## src/rtl/direction_input.sv

```systemverilog
// Debounces four active-low buttons into one-hot single-cycle direction strobes.
// Define DIR_INPUT_AUTOREPEAT_EN to add hold-to-repeat strobes for the accepted button.
module direction_input #(
    parameter int DEBOUNCE_CYCLES = 500000,
    parameter int REPEAT_DELAY    = 25000000,
    parameter int REPEAT_PERIOD   = 10000000
) (
    input  logic       clk,
    input  logic       rst,
    input  logic       btn_up_n,
    input  logic       btn_down_n,
    input  logic       btn_left_n,
    input  logic       btn_right_n,
    input  logic       enable,
    output logic       isUp,
    output logic       isDown,
    output logic       isLeft,
    output logic       isRight,
    output logic [3:0] held
);
    localparam int CW = $clog2(DEBOUNCE_CYCLES);

    if (DEBOUNCE_CYCLES < 2 || REPEAT_DELAY < 1 || REPEAT_PERIOD < 1) begin : g_bad_params
        $error("direction_input: DEBOUNCE_CYCLES must be >= 2 and REPEAT_* >= 1");
    end

    // Bit order everywhere is {up, down, left, right}; 1 means pressed.
    logic [3:0]    raw;
    logic [3:0]    sync1_q, sync2_q;
    logic [3:0]    stable_q, stable_d;
    logic [3:0]    prev_q;
    logic [CW-1:0] cnt_q [4];
    logic [CW-1:0] cnt_d [4];
    logic [3:0]    press;
    logic [3:0]    win;
    logic [3:0]    strobe_q, strobe_d;

    assign raw = ~{btn_up_n, btn_down_n, btn_left_n, btn_right_n};

    always_comb begin
        for (int i = 0; i < 4; i++) begin
            stable_d[i] = stable_q[i];
            cnt_d[i]    = cnt_q[i];
            if (sync2_q[i] == stable_q[i]) begin
                cnt_d[i] = '0;
            end else if (cnt_q[i] == CW'(DEBOUNCE_CYCLES - 1)) begin
                stable_d[i] = sync2_q[i];
                cnt_d[i]    = '0;
            end else begin
                cnt_d[i] = cnt_q[i] + CW'(1);
            end
        end
    end

    // A press only counts when nothing was held before it; simultaneous presses
    // resolve by priority and the losers are simply dropped.
    assign press = stable_q & ~prev_q;

    always_comb begin
        win = 4'b0000;
        if (enable && prev_q == 4'b0000) begin
            if (press[3])      win = 4'b1000;
            else if (press[2]) win = 4'b0100;
            else if (press[1]) win = 4'b0010;
            else if (press[0]) win = 4'b0001;
        end
    end

`ifdef DIR_INPUT_AUTOREPEAT_EN
    localparam int RMAX = (REPEAT_DELAY > REPEAT_PERIOD) ? REPEAT_DELAY : REPEAT_PERIOD;
    localparam int RW   = $clog2(RMAX + 1);

    typedef enum logic [1:0] {RPT_IDLE, RPT_DELAY, RPT_PERIOD} rpt_state_t;

    rpt_state_t    rpt_state_q;
    logic [3:0]    rpt_btn_q;
    logic [RW-1:0] rpt_cnt_q;
    logic [RW-1:0] rpt_last;
    logic          rpt_live, rpt_fire;

    assign rpt_last = (rpt_state_q == RPT_DELAY) ? RW'(REPEAT_DELAY - 1) : RW'(REPEAT_PERIOD - 1);
    assign rpt_live = (rpt_state_q != RPT_IDLE) && enable && (stable_q == rpt_btn_q);
    assign rpt_fire = rpt_live && (rpt_cnt_q == rpt_last);

    always_ff @(posedge clk or posedge rst) begin
        if (rst) begin
            rpt_state_q <= RPT_IDLE;
            rpt_btn_q   <= 4'b0000;
            rpt_cnt_q   <= '0;
        end else if (win != 4'b0000) begin
            rpt_state_q <= RPT_DELAY;
            rpt_btn_q   <= win;
            rpt_cnt_q   <= '0;
        end else if (rpt_state_q != RPT_IDLE) begin
            if (!rpt_live) begin
                rpt_state_q <= RPT_IDLE;
                rpt_cnt_q   <= '0;
            end else if (rpt_fire) begin
                rpt_state_q <= RPT_PERIOD;
                rpt_cnt_q   <= '0;
            end else begin
                rpt_cnt_q <= rpt_cnt_q + RW'(1);
            end
        end
    end

    assign strobe_d = win | (rpt_fire ? rpt_btn_q : 4'b0000);
`else
    assign strobe_d = win;
`endif

    always_ff @(posedge clk or posedge rst) begin
        if (rst) begin
            sync1_q  <= 4'b0000;
            sync2_q  <= 4'b0000;
            stable_q <= 4'b0000;
            prev_q   <= 4'b0000;
            strobe_q <= 4'b0000;
            for (int i = 0; i < 4; i++) cnt_q[i] <= '0;
        end else begin
            sync1_q  <= raw;
            sync2_q  <= sync1_q;
            stable_q <= stable_d;
            prev_q   <= stable_q;
            strobe_q <= strobe_d;
            for (int i = 0; i < 4; i++) cnt_q[i] <= cnt_d[i];
        end
    end

    assign isUp    = strobe_q[3];
    assign isDown  = strobe_q[2];
    assign isLeft  = strobe_q[1];
    assign isRight = strobe_q[0];
    assign held    = stable_q;

endmodule
```

## config.mk

```make
export PLATFORM = sky130hd
export DESIGN_NAME = direction_input
export DESIGN_NICKNAME = d
export VERILOG_FILES = /design/src/rtl/direction_input.sv
export SDC_FILE = /design/constraint.sdc
export NUM_CORES = 1
export LEC_CHECK = 0
export BUFFER_PORTS_ARGS = -buffer_cell sky130_fd_sc_hd__buf_2
export CAP_MARGIN = 5
export CORE_MARGIN = 1
export CORE_UTILIZATION = 56
export CTS_CLUSTER_SIZE = 28
export DETAILED_ROUTE_END_ITERATION = 6
export HOLD_SLACK_MARGIN = 0.03
export PLACE_DENSITY = 0.82
export SYNTH_ARGS = -nofsm -noshare
export SYNTH_HDL_FRONTEND = slang
export SYNTH_SLANG_ARGS = --single-unit
export TNS_END_PERCENT = 1
```

## constraint.sdc

```tcl
create_clock -name clk -period 2.9 [get_ports clk]
set_input_delay 0.58 -clock clk [delete_from_list [all_inputs] [get_ports clk]]
set_output_delay 0.58 -clock clk [all_outputs]
set_load 0.05 [all_outputs]
```

**Yosys cells after proc, flatten, opt, wreduce, memory -nomap -nowiden**

Cells that the tools add are included.

- Register bits after elaboration: 96
- Bits of input ports: 7
- Output and inout port bits: 8
- Word-level logic and storage cells: 50

- $add $sub $neg: 4
- Equality and inequality tests: 8
- Multiplexer cells: 13
- Bitwise gates (word level): 7
- Reduce and logical (&&, ||, !) cells: 6

Operators with widths:

| cell | count |
|---|---|
| 19-bit 2-to-1 mux | 8 |
| 19-bit by 1-bit adder with 19-bit output, second input constant | 4 |
| 19-bit equality test, second input constant | 4 |
| 4-bit 2-to-1 mux | 2 |
| 4-bit inverter | 2 |
| 2-bit AND reduction | 4 |
| 4-bit bitwise AND | 1 |
| 1-bit equality test | 4 |
| 4-bit logical NOT | 1 |
| 1-bit inverter | 4 |
| 3-bit 2-to-1 mux | 1 |
| 2-bit 2-to-1 mux | 1 |
| 1-bit logical AND | 1 |
| 1-bit 2-to-1 mux | 1 |

**Depth between registers and ports, before layout**

- Depth in word-level cells: 7
- Gate-level depth with buffers: 7
- Mapped depth without buffers: 5

**Worst setup path before layout**

No wires, ideal clock.

- Kind: register -> register
- Start: register cnt_q[11] in the netlist's numbering
- End: register stable_q[3], in the netlist held[3]
- Library setup time: 125 ps
- Arrival: 1868 ps
- Required time: 2775 ps
- Slack: 908 ps
- Cell stages (with the launch flop): 5
- Path buffers: 0
- Period minus slack after synthesis: 1992 ps
- Cell sequence: dfrtp_1 > or4_1 > or4_4 > nor2_1 > mux2_2

- Cells in the longest elaborated chain, start to end: 2

Ends and longest elaborated chain:

| item | line | source |
|---|---|---|
| start: declaration | 32 | `logic [CW-1:0] cnt_q [4];` |
| 19-bit equality test | 46 | `end else if (cnt_q[i] == CW'(DEBOUNCE_CYCLES - 1)) begin` |
| 2-bit AND reduction (no line) | -- |  |
| end signal: assignment | 123 | `stable_q <= stable_d;` |
| end: declaration | 30 | `logic [3:0] stable_q, stable_d;` |

Every way passes these cells.
A chain may end at the register's enable or synchronous reset.

==> run_results.csv <==
group,metric,value,unit
run_status,outcome,"completed",
logic_synthesis,synth_top_area_share,53.4,%
logic_synthesis,synthesis.instances,435,
worst_hold_path,hp-class,"in -> async",
global_route,grt_max_degree,97,
power_and_ir_drop,ir_drop,0.237,mV
floorplan,start_util,57.9,%
logic_synthesis,synth_seq_area_share,53.4,%
power_and_ir_drop,power_leakage,2.04,nW
global_route,grt_pass1_wl,14.9,mm
drt,drc,0,
timing,tightestPinTransition,0.512,ns
drt,ant_nets,0,
flow_run,cap_violations,0,
logic_synthesis,synthTopCellsByCount,"96 x dfrtp_1, 60 x nor2_1, 29 x xnor2_1, 28 x nand2_1, 23 x xor2_1",
final_layout,diodes,0,
final_layout,fill_cells,640,
timing,max_freq,457,MHz
global_route,antenna_found_initial,0,
global_route,grt_pass1_vias,3187,
drt,viasPerCell,5.85,
clock_tree,cts_setup_buffers,0,
logic_synthesis,syn_area,4500,um^2
worst_setup_path,cp.arrival,2.41,ns
worst_setup_path,worstSetupStartpointType,"flop",
clock_tree,cts_root_buf,"clkbuf_8",
logic_synthesis,syn_nets,446,
floorplan,core,7770,um^2
worst_setup_path,crit_type,"reg -> reg",
final_layout,drive_above_1_share,11.5,%
timing,period_share,75.4,%
drt,routed_wl,8.37,mm
drt,routedWlPerCell,14.9,um
drt,dr.pass1.iters,5,
floorplan,die_h,91.6,um
final_layout,fin_nets,467,
timing,hold_viol_final,0,
drt,vias,3296,
logic_synthesis,synth-edff-count,0,
clock_tree,cts.path.max_buffers,2,
logic_synthesis,synth_warnings,0,
timing,setup_viol_count_final,0,
logic_synthesis,synth-async-reset-ratio,100,%
logic_synthesis,ys_seq_elements,96,
worst_setup_path,path_max_fanout,18,
placed_design,placed_cells,547,
clock_tree,cts_made_buffers,9,
logic_synthesis,synth_cell_types,42,
timing,min_period,2.19,ns
timing,clock_skew,0.0176,ns
floorplan,io_pins,15,
floorplan,die_w,91.6,um
logic_synthesis,syn_area_per_cell,10.3,um^2
clock_tree,clock_latency,0.37,ns
final_layout,areaGrowthSynthToFinish,8.96,%
worst_setup_path,required,3.12,ns
logic_synthesis,ys.flop_type,"dfrtp_1",
power_and_ir_drop,p_per_area,480,nW/um^2
logic_synthesis,synth_area_leaders,"dfrtp_1 53%, xnor2_1 5.6%, nor2_1 5.0%",
clock_tree,cts_tree,"yes",
logic_synthesis,yosysTopAreaCell,"dfrtp_1",
final_layout,fin_cells,563,
clock_tree,cts.repair.resized,0,
global_route,grtUsageTotal,22.5,%
clock_tree,clk_pin_slew_worst_paths,0.09,ns
drt,drt_iter0_drc,159,
floorplan,die_area,8390,um^2
clock_tree,htree_levels,3,
placed_design,port_buffers,14,
placed_design,globalplace.congestion,0.831,
timing,drv_slew,0,
clock_tree,clock-sinks,96,
timing,fin_tns_setup,0,ns
timing,slew_headroom,65.9,%
floorplan,num_rows,32,
timing,grt_setup_unrepaired,"false",
clock_tree,cts_hold_buf,0,
worst_setup_path,end_kind,"flop",
logic_synthesis,yosys.cell_count.top_type,"dfrtp_1",
placed_design,dp_hpwl,5.62,mm
global_route,grt_remaining_overflow,0,
final timing paths:
path | start | end | slack (ns) | depth (start not counted)
max | cnt_q[12] | cnt_q[12] | 0.71 | 4
min | rst | cnt_q[33] | 0.31 | 3
max reg2reg | cnt_q[12] | cnt_q[12] | 0.71 | 4
min reg2reg | sync1_q[2] | sync2_q[2] | 0.36 | 0
max in group asynchronous | rst | cnt_q[18] | 2.17 | 3
min in group clk | btn_right_n | sync1_q[0] | 0.34 | 2
worst max-delay path: stages, from the launching register on:
cell and delay (ns):
dfrtp_1 0.45, or4_1 0.52, or4_4 0.55, o21ai_4 0.42
nor2_1 0.11
power breakdown:
part           internal [mW]  switching [mW]
logic                 0.0262          0.0597
clock network          0.406           0.485
registers               1.36          0.0180
sequential cells by signal, indices dropped and copies added, names as in the netlist:
signal    cells
held          4
sync1_q       4
prev_q        4
cnt_q        76
strobe_q      4
sync2_q       4
metal layers:
metal / routed length [um] / GRT usage (%) / vias to the layer above
li1: - / - / 1588
met1: 3970 / 29.7 / 1624
met2: 3960 / 36.1 / 71
met3: 300 / 5.39 / 13
met4: 141 / 8.20 / 0
met5: 0 / 0 / -
through the flow:
step	area, um^2	utilization, %	worst slack [ns]	hold slack [ns]	total power, mW
finish	4900	63.1	0.713	0.305	2.35
global route	4900	63.1	0.587	0.318	2.46
CTS	4900	63.1	0.703	0.327	2.38
detailed placement	4700	60.5	0.714	0.338	1.49
global placement	4700	60.5	0.812	0.334	1.48
floorplan	4500	-	0.908	0.331	1.46
logic make-up after synthesis:
logic type | after synthesis | synth area share (%)
AO/OA/AOI/OAI | 44 | 6.20
XOR/XNOR | 52 | 10.1
adder cells (fa/ha/maj) | 4 | 1.11
buffers and inverters | 25 | 2.50
flip-flops | 96 | 53.4
multiplexers | 4 | 1.00
AND/OR/NAND/NOR | 210 | 25.6
area by class of cell:
cell class                 count  area, um^2  share of cell area (%)
clock buffer                   9         124                    2.53
clock inverter                 7        80.1                    1.63
inverter                      16        63.8                    1.30
multi-input combinational    314        1980                    40.5
sequential                    96        2400                    49.0
tap                          102         128                    2.60
timing repair buffer          19         120                    2.45
placed cells by master, fill, tap and decap left out, types with 2 or more instances in the layout:
| cell | synthesis | final |
|---|---|---|
| a21oi_1 | 21 | 21 |
| nand4bb_1 | 3 | 3 |
| dfrtp_1 | 96 | 96 |
| o31ai_1 | 7 | 7 |
| o21ai_0 | 10 | 10 |
| clkbuf_8 | 0 | 9 |
| and2_1 | 5 | 5 |
| clkinv_4 | 0 | 3 |
| xnor2_1 | 29 | 29 |
| buf_4 | 0 | 4 |
| o21ai_4 | 2 | 2 |
| nand2b_1 | 2 | 2 |
| inv_1 | 16 | 15 |
| or4_4 | 2 | 2 |
| nor4b_1 | 3 | 3 |
| nand4_1 | 20 | 20 |
| ha_1 | 4 | 4 |
| or3b_2 | 2 | 2 |
| nor3_1 | 7 | 7 |
| buf_2 | 3 | 14 |
| nand2_1 | 28 | 28 |
| or4_1 | 12 | 12 |
| clkinvlp_4 | 0 | 3 |
| and4_1 | 6 | 6 |
| o41ai_1 | 2 | 2 |
| nand3_1 | 21 | 21 |
| xor2_1 | 23 | 23 |
| and3_1 | 8 | 8 |
| or2_2 | 2 | 2 |
| mux2_2 | 4 | 4 |
| nor4_1 | 9 | 9 |
| nor2_1 | 60 | 60 |
| or3_1 | 11 | 11 |
Note: power is estimated with default switching activity, not from simulation.
